`src/rtl/proc_pkg.sv`:
```
// Shared definitions for the program loader slice.
//   INST_W         : instruction width (4 bytes, big-endian assembly)
//   SYNC_BYTE      : frame start marker
//   loader_state_t : loader FSM state encoding
package proc_pkg;

  localparam int         INST_W    = 32;
  localparam logic [7:0] SYNC_BYTE = 8'hA5;

  typedef enum logic [2:0] {
    SYNC,
    COUNT,
    DATA,
    WRITE,
    CHECK,
    DONE,
    ERR
  } loader_state_t;

endpackage

```
`src/rtl/prog_loader_if.sv`:
```
// Byte-stream receive channel plus instruction-memory write port.
//   rx_data/rx_valid/rx_ready : valid/ready byte stream into the loader
//   imem_addr/imem_data/imem_we : single-cycle write strobe into i_mem
// Modports:
//   master : byte sender / i_mem side
//   slave  : the loader
interface prog_loader_if #(
  parameter int ADDR_W = 8,
  parameter int INST_W = 32
);

  logic [7:0]        rx_data;
  logic              rx_valid;
  logic              rx_ready;
  logic [ADDR_W-1:0] imem_addr;
  logic [INST_W-1:0] imem_data;
  logic              imem_we;

  modport master (
    output rx_data, rx_valid,
    input  rx_ready, imem_addr, imem_data, imem_we
  );

  modport slave (
    input  rx_data, rx_valid,
    output rx_ready, imem_addr, imem_data, imem_we
  );

endinterface

```
`src/rtl/inst_assembler.sv`:
```
// Datapath for the loader: big-endian instruction shift register, byte
// index within the current instruction and running XOR checksum.
//   clk, reset : clock, async active-low reset
//   byte_in    : accepted byte
//   chk_clr    : zero the checksum (frame start)
//   chk_en     : fold byte_in into the checksum
//   shift_en   : shift byte_in into the low end of word, advance index
//   idx_clr    : restart byte index at 0
//   word       : assembled instruction (first byte ends in the MSBs)
//   chk        : current checksum
//   last_byte  : index points at the final byte of an instruction
module inst_assembler
  import proc_pkg::*;
#(
  parameter int INST_W = proc_pkg::INST_W
) (
  input  logic              clk,
  input  logic              reset,
  input  logic [7:0]        byte_in,
  input  logic              chk_clr,
  input  logic              chk_en,
  input  logic              shift_en,
  input  logic              idx_clr,
  output logic [INST_W-1:0] word,
  output logic [7:0]        chk,
  output logic              last_byte
);

  localparam int NB    = INST_W / 8;
  localparam int IDX_W = (NB > 1) ? $clog2(NB) : 1;

  logic [IDX_W-1:0] idx;

  always_ff @(posedge clk or negedge reset) begin
    if (!reset) begin
      word <= '0;
      chk  <= '0;
      idx  <= '0;
    end else begin
      if (chk_clr)     chk <= '0;
      else if (chk_en) chk <= chk ^ byte_in;

      // NB is a power of two, so the index wraps back to 0 after the
      // last byte without an explicit compare.
      if (idx_clr)       idx <= '0;
      else if (shift_en) idx <= idx + IDX_W'(1);

      // Shifting in from the right leaves the first byte in the MSBs
      // once all NB bytes have arrived.
      if (shift_en) word <= {word[INST_W-9:0], byte_in};
    end
  end

  assign last_byte = (idx == IDX_W'(NB - 1));

endmodule

```
`src/rtl/prog_loader.sv`:
```
// Boot loader in front of the instruction memory. Receives a framed
// program (SYNC, COUNT=N, N*4 instruction bytes MSB first, CHK) and writes
// each instruction to i_mem from address 0. The core is held in reset
// until a frame's XOR checksum (over COUNT and payload) verifies.
//   clk, reset : clock, async active-low reset
//   bus        : slave side of prog_loader_if (byte stream in, i_mem out)
//   core_reset : active-high reset to the core, low only once loaded
//   done       : program loaded and verified
//   error      : frame rejected (bad count or checksum)
//   inst_count : instructions written in the current or last frame
module prog_loader
  import proc_pkg::*;
#(
  parameter int         ADDR_W    = 8,
  parameter int         INST_W    = proc_pkg::INST_W,
  parameter logic [7:0] SYNC_BYTE = proc_pkg::SYNC_BYTE
) (
  input  logic              clk,
  input  logic              reset,
  prog_loader_if.slave      bus,
  output logic              core_reset,
  output logic              done,
  output logic              error,
  output logic [ADDR_W-1:0] inst_count
);

  // Largest N that keeps the last written address at 2**ADDR_W-2.
  localparam int N_MAX = (1 << ADDR_W) - 1;

  loader_state_t     state;
  logic [7:0]        n_r;
  logic              rx_ready_r;
  logic [ADDR_W-1:0] addr_r;
  logic              we_r;

  logic              accept;
  logic              is_sync;
  logic              n_bad;
  logic              chk_clr, chk_en, shift_en, idx_clr;
  logic [INST_W-1:0] word;
  logic [7:0]        chk;
  logic              last_byte;

  assign accept  = bus.rx_valid & rx_ready_r;
  assign is_sync = (bus.rx_data == SYNC_BYTE);
  assign n_bad   = (bus.rx_data == 8'd0) || (32'(bus.rx_data) > N_MAX);

  // Marker is only honoured where a new frame may start; inside
  // COUNT/DATA/CHECK the same value is plain payload.
  assign chk_clr  = accept & is_sync &
                    ((state == SYNC) | (state == DONE) | (state == ERR));
  assign chk_en   = accept & ((state == COUNT) | (state == DATA));
  assign shift_en = accept & (state == DATA);
  assign idx_clr  = accept & (state == COUNT);

  inst_assembler #(.INST_W(INST_W)) u_asm (
    .clk       (clk),
    .reset     (reset),
    .byte_in   (bus.rx_data),
    .chk_clr   (chk_clr),
    .chk_en    (chk_en),
    .shift_en  (shift_en),
    .idx_clr   (idx_clr),
    .word      (word),
    .chk       (chk),
    .last_byte (last_byte)
  );

  always_ff @(posedge clk or negedge reset) begin
    if (!reset) begin
      state      <= SYNC;
      n_r        <= '0;
      rx_ready_r <= 1'b1;
      addr_r     <= '0;
      we_r       <= 1'b0;
      core_reset <= 1'b1;
      done       <= 1'b0;
      error      <= 1'b0;
      inst_count <= '0;
    end else begin
      case (state)
        SYNC: begin
          if (accept && is_sync) state <= COUNT;
        end

        COUNT: begin
          if (accept) begin
            n_r        <= bus.rx_data;
            addr_r     <= '0;
            inst_count <= '0;
            if (n_bad) begin
              state <= ERR;
              error <= 1'b1;
            end else begin
              state <= DATA;
            end
          end
        end

        DATA: begin
          // Word is complete on this edge; the strobe and the stall
          // both take effect for the following single WRITE cycle.
          if (accept && last_byte) begin
            state      <= WRITE;
            we_r       <= 1'b1;
            rx_ready_r <= 1'b0;
          end
        end

        WRITE: begin
          we_r       <= 1'b0;
          rx_ready_r <= 1'b1;
          addr_r     <= addr_r + ADDR_W'(1);
          inst_count <= inst_count + ADDR_W'(1);
          if (32'(inst_count) + 1 == 32'(n_r)) state <= CHECK;
          else                                 state <= DATA;
        end

        CHECK: begin
          if (accept) begin
            if (bus.rx_data == chk) begin
              state      <= DONE;
              done       <= 1'b1;
              core_reset <= 1'b0;
            end else begin
              state <= ERR;
              error <= 1'b1;
            end
          end
        end

        DONE: begin
          if (accept && is_sync) begin
            state      <= COUNT;
            done       <= 1'b0;
            core_reset <= 1'b1;
          end
        end

        ERR: begin
          if (accept && is_sync) begin
            state <= COUNT;
            error <= 1'b0;
          end
        end

        default: state <= SYNC;
      endcase
    end
  end

  assign bus.rx_ready  = rx_ready_r;
  assign bus.imem_addr = addr_r;
  assign bus.imem_data = word;
  assign bus.imem_we   = we_r;

endmodule

```
`src/flat_wrapper.sv`:
```
// flat-port wrapper written by rule: the top's interface ports become plain ports
module prog_loader_flat import proc_pkg::*;
#(
  parameter int         ADDR_W    = 8,
  parameter int         INST_W    = proc_pkg::INST_W,
  parameter logic [7:0] SYNC_BYTE = proc_pkg::SYNC_BYTE
)
  (clk, reset, core_reset, done, error, inst_count, bus_rx_data, bus_rx_valid, bus_rx_ready, bus_imem_addr, bus_imem_data, bus_imem_we);
  prog_loader_if #(.ADDR_W(ADDR_W), .INST_W(INST_W)) bus_i ();
  input  logic clk;
  input  logic reset;
  output logic core_reset;
  output logic done;
  output logic error;
  output logic [ADDR_W-1:0] inst_count;
  input wire logic [$bits(bus_i.rx_data)-1:0] bus_rx_data;
  input wire logic [$bits(bus_i.rx_valid)-1:0] bus_rx_valid;
  output wire logic [$bits(bus_i.rx_ready)-1:0] bus_rx_ready;
  output wire logic [$bits(bus_i.imem_addr)-1:0] bus_imem_addr;
  output wire logic [$bits(bus_i.imem_data)-1:0] bus_imem_data;
  output wire logic [$bits(bus_i.imem_we)-1:0] bus_imem_we;
  assign bus_i.rx_data = bus_rx_data;
  assign bus_i.rx_valid = bus_rx_valid;
  assign bus_rx_ready = bus_i.rx_ready;
  assign bus_imem_addr = bus_i.imem_addr;
  assign bus_imem_data = bus_i.imem_data;
  assign bus_imem_we = bus_i.imem_we;
  prog_loader #(.ADDR_W(ADDR_W), .INST_W(INST_W), .SYNC_BYTE(SYNC_BYTE)) u_core (.clk(clk), .reset(reset), .bus(bus_i), .core_reset(core_reset), .done(done), .error(error), .inst_count(inst_count));
endmodule
```
`config.mk`:
```
export PLATFORM = sky130hd
export DESIGN_NAME = prog_loader_flat
export DESIGN_NICKNAME = d
export VERILOG_FILES = /design/src/rtl/proc_pkg.sv /design/src/rtl/prog_loader_if.sv /design/src/rtl/inst_assembler.sv /design/src/rtl/prog_loader.sv /design/src/flat_wrapper.sv
export SDC_FILE = /design/constraint.sdc
export NUM_CORES = 1
export LEC_CHECK = 0
export CAP_MARGIN = 20
export CORE_MARGIN = 8
export CORE_UTILIZATION = 50
export CTS_CLUSTER_SIZE = 40
export DETAILED_ROUTE_END_ITERATION = 8
export PLACE_DENSITY = 0.83
export SLEW_MARGIN = 25
export SYNTH_ARGS = -nofsm -noshare
export SYNTH_HDL_FRONTEND = slang
export SYNTH_HIERARCHICAL = 1
export SYNTH_SLANG_ARGS = --single-unit
```
`constraint.sdc`:
```
create_clock -name clk -period 4.04 [get_ports clk]
set_clock_uncertainty 0.15 [all_clocks]
set_input_delay 0.808 -clock clk [delete_from_list [all_inputs] [get_ports clk]]
set_output_delay 0.808 -clock clk [all_outputs]
set_load 0.02 [all_outputs]
```
; After elaboration in Yosys (flattened, before gate mapping)
; Cells that the tools add are included.
[totals]
ff_bits = 74
in_bits = 11
output_inout_bits = 53
[op_classes]
addsub = 4
eq_ne = 19
n_mux = 32
n_bitwise = 10
n_reduce_logical = 17
[op_table]
columns = op, n
row1 = 32-bit by 8-bit equality test with 1-bit output, 1
row2 = 8-bit case mux with 2 select lines, 2
row3 = 8-bit two-way mux, 3
row4 = 3-bit two-way mux, 6
row5 = 8-bit by 1-bit adder with 8-bit output (second input constant), 2
row6 = 3-bit case mux with 5 select lines, 1
row7 = 1-bit two-way mux, 12
row8 = 2-bit by 1-bit inequality test with 1-bit output (second input constant), 5
row9 = 2-bit nonzero test, 5
row10 = 8-bit by 1-bit adder with 9-bit output (second input constant), 1
row11 = 3-bit equality test (second input constant), 3
row12 = 8-bit equality test, 1
row13 = 8-bit equality test (second input constant), 1
row14 = 8-bit logical NOT, 1
row15 = 2-bit inequality test (second input constant), 4
row16 = 1-bit case mux with 2 select lines, 4
row17 = 4-bit AND reduction, 2
row18 = 8-bit bitwise XOR, 1
row19 = 1-bit bitwise AND, 6
row20 = 3-bit by 2-bit equality test with 1-bit output (second input constant), 2
row21 = 2-bit two-way mux, 3
row22 = 2-bit AND reduction, 3
row23 = 6-bit AND reduction, 1
row24 = 3-bit by 1-bit equality test with 1-bit output (second input constant), 1
row25 = other kinds (8), 11

; Logic depth before layout (Yosys ltp)
; Gate-level depths: netlist of run 1.
[depth]
ltp_word = 5
depth_mapped = 10
ltp_nobuf = 7

; Cells and area by module
; The synthesis of run 1 kept the hierarchy.
[by_module_without_submodules]
columns = mod, n_inst, cells_each, area_per_inst_um2, seq_area_each_um2
row1 = prog_loader, 1, 239, 1959.4, 803.3
row2 = inst_assembler, 1, 110, 1833.0, 1051.0

; Worst setup path before layout of run 1
; Ideal clock, no wire load.
[synth_path]
path_kind = input to register
startpoint = in bus_rx_data[1]
endpoint = reg u_core.state[1]
arrival_ps = 2339
required_time_ps = 3754
slack_ps = 1415
path_stages = 5
n_path_buf = 0
path_cell_list = or4_4 -> or4_4 -> o211a_1 -> o21ai_0 -> o32ai_1
[synth_between]
elab_chain_len = 4
[synth_rtl]
columns = element, line
row1 = start: declaration, flat_wrapper.sv:16  ; input wire logic [$bits(bus_i.rx_data)-1:0] bus_rx_data;
row2 = "8-bit equality test, on equally long branches", "prog_loader.sv:121, prog_loader.sv:45"
row3 = 2-bit two-way mux or 1-bit logical AND (tied branches), -
row4 = 3-bit two-way mux or 2-bit by 1-bit inequality test with 1-bit output (tied branches), -
row5 = 3-bit case mux with 5 select lines or 4-bit AND reduction (tied branches), -
row6 = end signal: assignment, prog_loader.sv:83  ; if (accept && is_sync) state <= COUNT;
row7 = end signal: assignment, prog_loader.sv:122  ; state <= DONE;
row8 = end signal: assignment, prog_loader.sv:126  ; state <= ERR;
row9 = end: declaration, prog_loader.sv:30  ; loader_state_t state;
; Several ways; a longest one is shown, not always the timed one. The select of a mux whose other input is x is not followed.
; A chain may end at the register's enable or synchronous reset.

; Final worst setup path of run 1
[layout_path]
startpoint = in bus_rx_data[1]
endpoint = reg u_core.u_asm.chk[4]
[layout_between]
elab_chain_len = 4
[layout_rtl]
columns = element, line
row1 = 8-bit equality test *, prog_loader.sv:45  ; assign is_sync = (bus.rx_data == SYNC_BYTE);
row2 = 1-bit bitwise AND * (2 in a row), prog_loader.sv:50  ; assign chk_clr = accept & is_sync &
row3 = named net u_core.chk_clr, prog_loader.sv:39  ; logic chk_clr, chk_en, shift_en, idx_clr;
row4 = 8-bit two-way mux or 2-bit nonzero test (tied branches), -
row5 = end signal: assignment, inst_assembler.sv:41  ; else if (chk_en) chk <= chk ^ byte_in;
row6 = end: declaration, inst_assembler.sv:25  ; output logic [7:0] chk,
; The timed path passes the listed nets; every way through them passes the cells marked *.

==> flow_summary.toml, run 1 <==
[final_layout]
final_area_um2 = 4610
drive_gt1_share_pct = 16.7
stdcell_count = 512
fin_nets = 422
antenna_cells = 0
syn2layout_area_growth_pct = 21.6

[synthesis]
synthTopCellsByArea = "dfrtp_1, mux2_4, nand2_1"
syn-cell-area_um2 = 3790
avgSynthCellArea_um2 = 10.9
ys_seq_elements = 74
ys_async_sr_fraction_pct = 100
synth-edff-count = 0
synth_top_area_share_pct = 47.5
synth_seq_area_share_pct = 48.9
yosysWarnings = 6
netlist_instances = 349
synthFlopType = "dfrtp_1"
ys_types = 54
synth_top_cell_by_area = "dfrtp_1"
synth.net_count = 363

[drt]
drt_pre_antenna_iters = 5
num_vias = 2892
viasPerCell = 5.65
post-route-drc-count = 0
ant_nets = 0
avgRoutedWirePerCell_um = 16.8
routed_wirelength_um = 8610
drt_iter0_drc = 233

[grt]
grt_pass1_wl_um = 14100
track_usage_pct = 16.8
grt_remaining_overflow = 0
grt_pass1_vias = 2859
grt_max_degree = 75
antenna_found_initial = 0

[place]
place_ws_ns = 0.652
portBuffers = 63
dpl.hpwl_um = 6010
dp_cells = 496
gp_congestion = 0.909
placed_area_um2 = 4440

[floorplanning]
coreArea_um2 = 7290
die_w_um = 103
die_h_um = 103
rows = 31
num_io_pins = 64
initial_utilization_pct = 52.0
die_area_um2 = 10600

[sta]
slew_headroom_pct = 39.2
setup_slack_ns = 0.956
layout_min_cycle_time_ns = 3.08
rsz0062_at_grt = "false"
worst_pin_slew_ns = 0.912
drv_slew = 0
finalHoldViolCount = 0
finalSetupViolations = 0
min_period_over_period_pct = 76.3
setup_tns_ns = 0
max_freq_mhz = 324

[setup_path]
r2r_slack_ns = 1.24
crit_required_ns = 4.08
crit_path_end = "u_core/u_asm/chk[4]$_DFFE_PN0P_"
r2r_end = "u_core/u_asm/chk[4]$_DFFE_PN0P_"
r2r-start = "u_core/state[1]$_DFFE_PN0P_"
startpoint_type = "primary input"
critPathCaptureType = "flop"
reg2reg_depth = 5
worst-setup-path-type = "primary input to flop"
crit_arrival_ns = 3.12
path_max_fanout = 8
startpoint = "bus_rx_data[1]"

[clocking]
numCtsBuffers = 9
cts_max_path_buffers = 2
insertion_delay_ns = 0.34
cts_setup_buffers = 0
clk_pin_slew_ns = 0.08
hold_buffers = 0
post_cts_resized = 0
cts_root_buf = "clkbuf_8"
htreeDepth = 3
cts.sinks = 74
cts_tree = "built"

[run_status]
outcome = "completed"

[power_and_ir_drop]
leakagePower_nw = 2.04
vdd_drop_max_v = 0.000174
power.density_nw_per_um2 = 277
total_power_mw = 1.28

[worst_hold_path]
hold_path.class = "flop to flop"

[job]
cap_violations = 0
==> kinds of logic after synthesis <==
kind of cell | count (synthesis) | share of synthesized area, %
buffers and inverters | 25 | 4.45
multiplexers | 34 | 12.8
AND/OR/NAND/NOR | 115 | 15.2
AO/OA/AOI/OAI | 80 | 13.5
XOR/XNOR | 18 | 4.16
flip-flops | 74 | 48.9
adder cells (fa/ha/maj) | 3 | 0.990
==> per-stage QoR <==
| stage | hold slack, ns | util (%) |
|---|---|---|
| 4_1_cts | 0.340 | 63.3 |
| 5_1_grt | 0.375 | 63.3 |
| 3_3_place_gp | 0.320 | 60.9 |
| 6_report | 0.337 | 63.3 |
| 2_1_floorplan | 0.315 | - |
| 3_5_place_dp | 0.330 | 60.9 |
==> Yosys cell counts, types with 2 or more instances <==
cell       n
nor4_1     6
nand3_1    6
a21bo_2    8
o21ai_0   24
nor3_1     8
o211ai_1   3
or2_2      2
xnor2_1    6
dfrtp_1   72
o31ai_1    3
nand2_1   48
buf_6      3
xor2_1    12
ha_1       3
a31oi_1    4
nand3b_1   8
mux2_4    28
clkbuf_1  10
buf_12     3
or4_1      2
and3_1     3
dfstp_2    2
a21oi_1   22
inv_1      6
mux2_2     5
o22ai_1    2
nor2_1    15
nand4_1    6
a22o_1     2
nor3b_1    2
or4_4      2
==> metal layers <==
layer  wire length [µm]  up-vias  global-route usage (%)
met1               3760     1426                    21.1
met4                 88        0                    6.01
met5                  0        -                       0
met2               4320       90                    27.8
li1                   -     1370                       -
met3                447        6                    3.65
==> layout by cell type, fill, tap and decap left out, types with 6 or more instances in the layout <==
master | netlist | layout
dfrtp_1 | 72 | 72
clkdlybuf4s50_1 | 0 | 62
nand2_1 | 48 | 48
mux2_4 | 28 | 28
o21ai_0 | 24 | 24
a21oi_1 | 22 | 22
nor2_1 | 15 | 15
xor2_1 | 12 | 12
clkbuf_8 | 0 | 9
nor3_1 | 8 | 8
a21bo_2 | 8 | 8
nand3b_1 | 8 | 8
nand3_1 | 6 | 6
inv_1 | 6 | 6
nand4_1 | 6 | 6
xnor2_1 | 6 | 6
==> how the worst min path moves through the flow <==
stage	from	end	slack, ns	cells past startpoint
after floorplan	u_core/n_r[0]$_DFFE_PN0P_	u_core/n_r[0]$_DFFE_PN0P_	0.32	2
after detailed placement	u_core/bus.imem_addr[7]$_DFFE_PN0P_	u_core/bus.imem_addr[7]$_DFFE_PN0P_	0.33	1
after global placement	u_core/bus.imem_addr[7]$_DFFE_PN0P_	u_core/bus.imem_addr[7]$_DFFE_PN0P_	0.32	1
after global routing	u_core/bus.imem_addr[7]$_DFFE_PN0P_	u_core/bus.imem_addr[7]$_DFFE_PN0P_	0.37	1
final	u_core/bus.imem_addr[7]$_DFFE_PN0P_	u_core/bus.imem_addr[7]$_DFFE_PN0P_	0.34	1
after CTS	u_core/bus.imem_addr[7]$_DFFE_PN0P_	u_core/bus.imem_addr[7]$_DFFE_PN0P_	0.34	1
==> layout make-up <==
cell class,count,area [µm²]
fillers,599,2680
flip-flops and latches,74,1850
multi-input cells,250,1780
repair buffers,66,663
clock buffers,10,128
well taps,99,124
clock inverters,6,42.5
inverters,7,26.3
==> report_power, final <==
| group | switching, mW | internal (mW) | leakage (nW) |
|---|---|---|---|
| Clock | 0.275 | 0.224 | 0.0827 |
| Sequential | 0 | 0.740 | 0.933 |
| Combinational | 0.0257 | 0.0112 | 1.03 |
==> state kept, by name (all words and copies together) (netlist names) <==
name / count
u_core/bus.imem_addr: 8
u_core/u_asm/chk: 8
u_core/n_r: 8
u_core/core_reset: 1
u_core/u_asm/word: 32
u_core/bus.imem_we: 1
u_core/u_asm/idx: 2
u_core/error: 1
u_core/bus.rx_ready: 1
u_core/state: 3
u_core/done: 1
u_core/inst_count: 8
==> worst max-delay path, stage by stage <==
cell and delay [ns]:
clkdlybuf4s50_1 0.54, or4_4 0.63, or4_4 0.54, nor2_1 0.46
a21oi_1 0.14
Note: power is estimated with default switching activity, not from simulation.
==> run 2, diff against run 1 <==
- clock period: 4.04 -> 3.1 ns (I/O delays scaled with it)
==> flow_summary.toml, run 2 (synthesis results as in run 1) <==
[run_status]
outcome = "completed"

[final_layout]
drive_gt1_share_pct = 18.7
fin_nets = 432
largest_register = "u_core/u_asm/word"
fillerInstances = 563
fin_util_pct = 65.3
most-common-layout-cells = "dfrtp_1, clkdlybuf4s50_1, nand2_1, mux2_4, o21ai_0"
syn2layout_area_growth_pct = 25.5
antenna_cells = 0
largest_reg_flops = 32
stdcell_count = 522
final_common_cell = "dfrtp_1"

[power_and_ir_drop]
p_clk_share_pct = 43.5
leakagePower_nw = 2.12
power.density_nw_per_um2 = 380
vdd_drop_max_v = 0.000232
comb_power_share_pct = 3.2
p_int_mw = 1.37
p_seq_share_pct = 53.2
total_power_mw = 1.81
swShare_pct = 24.1
switchingPower_uw = 437

[setup_path]
path_max_fanout = 5
r2r-start = "u_core/inst_count[0]$_DFFE_PN0P_"
crit_path_end = "u_core/state[1]$_DFFE_PN0P_"
r2r_end = "u_core/state[1]$_DFFE_PN0P_"
reg2reg_depth = 7
worst-setup-path-type = "primary input to flop"
crit_required_ns = 3.17
crit_arrival_ns = 2.72
startpoint = "bus_rx_data[1]"
startpoint_type = "primary input"
r2r_slack_ns = 0.51
critPathCaptureType = "flop"

[place]
place_ws_ns = 0.102
dpl.hpwl_um = 6400
gp_congestion = 0.823
portBuffers = 63
dp_cells = 504

[floorplanning]
die_w_um = 103
num_io_pins = 64
initial_utilization_pct = 52.0
die_area_um2 = 10600
die_h_um = 103
coreArea_um2 = 7290
rows = 31

[drt]
post-route-drc-count = 0
avgRoutedWirePerCell_um = 17.6
drt_iter0_drc = 198
drt_pre_antenna_iters = 5
viasPerCell = 5.69
routed_wirelength_um = 9210
num_vias = 2968
ant_nets = 0

[grt]
grt_remaining_overflow = 0
grt_max_degree = 75
track_usage_pct = 17.8
antenna_found_initial = 0
grt_pass1_wl_um = 14600
grt_pass1_vias = 2867

[sta]
setup_tns_ns = 0
setup_slack_ns = 0.456
finalHoldViolCount = 0
slew_headroom_pct = 59.5
drv_slew = 0
min_period_over_period_pct = 85.3
rsz0062_at_grt = "false"
worst_pin_slew_ns = 0.605
layout_min_cycle_time_ns = 2.64
max_freq_mhz = 378
finalSetupViolations = 0

[clocking]
clk_pin_slew_ns = 0.09
cts_max_path_buffers = 2
insertion_delay_ns = 0.35
cts_root_buf = "clkbuf_8"
cts_setup_buffers = 0
numCtsBuffers = 9
cts_tree = "built"
htreeDepth = 3
cts.sinks = 74

[job]
cap_violations = 0

[worst_hold_path]
hold_path.class = "flop to flop"
run 2: changes by cell type in the layout (fill, tap and decap cells not counted), sizes merged:
cell and change:
clkinvlp -1, buf +9, clkbuf -1, bufinv +1
dlygate4sd3 +1, clkinv -2, inv +3
run 2: worst min-delay path by stage:
stage / slack, ns / to / depth (start not counted) / startpoint
2_1_floorplan: 0.17 / u_core/bus.imem_addr[0]$_DFFE_PN0P_ / 0 / reset
3_3_place_gp: 0.32 / u_core/bus.imem_addr[7]$_DFFE_PN0P_ / 1 / u_core/bus.imem_addr[7]$_DFFE_PN0P_
3_5_place_dp: 0.34 / u_core/n_r[7]$_DFFE_PN0P_ / 2 / u_core/n_r[7]$_DFFE_PN0P_
4_1_cts: 0.29 / u_core/state[2]$_DFFE_PN0P_ / 1 / reset
5_1_grt: 0.38 / u_core/core_reset$_DFFE_PN1P_ / 2 / u_core/core_reset$_DFFE_PN1P_
6_report: 0.35 / u_core/core_reset$_DFFE_PN1P_ / 2 / u_core/core_reset$_DFFE_PN1P_
run 2: cell type report:
cell class                      count  area, µm²  share of cell area, %
Clock inverter                      7       83.8                   1.76
Tap cell                           99        124                   2.60
Clock buffer                        9        124                   2.60
Sequential cell                    74       1850                   38.9
Multi-Input combinational cell    250       1780                   37.3
Inverter                            7       26.3                  0.552
Timing Repair Buffer               76        773                   16.2
run 2: critical path: stages:
cell,delay (ns)
clkdlybuf4s50_1,0.42
or4_4,0.59
or4_4,0.54
o211a_1,0.26
o21ai_0,0.17
o32ai_1,0.11
run 2: through the flow:
step / hold WS [ns] / cell area (µm²)
6_report: 0.355 / 4760
5_1_grt: 0.378 / 4760
4_1_cts: 0.287 / 4720
3_5_place_dp: 0.337 / 4520
3_3_place_gp: 0.321 / 4520
2_1_floorplan: 0.174 / 3790
run 2: timing repair:
item / in CTS / in global routing
endpoints found under the setup margin: 0 / 0
gates resized for setup: 0 / 0
hold buffers: 0 / 1
hold endpoints to repair: 0 / 11
run 2: power groups by stage:
stage | Clock, mW | Sequential (mW) | Combinational [mW]
after floorplan | 0 | 0.984 | 0.00642
after global placement | 0 | 0.984 | 0.0535
after detailed placement | 0 | 0.984 | 0.0542
after CTS | 0.805 | 0.964 | 0.0544
after global routing | 0.846 | 0.965 | 0.0659
final | 0.788 | 0.964 | 0.0587
run 2: per-layer routing:
metal / vias up / global-route usage [%] / share of wire [%]
li1: 1397 / - / -
met1: 1477 / 22.5 / 42
met2: 82 / 29.0 / 51
met3: 12 / 3.71 / 4.9
met4: 0 / 7.01 / 1.5
met5: - / 0 / 0
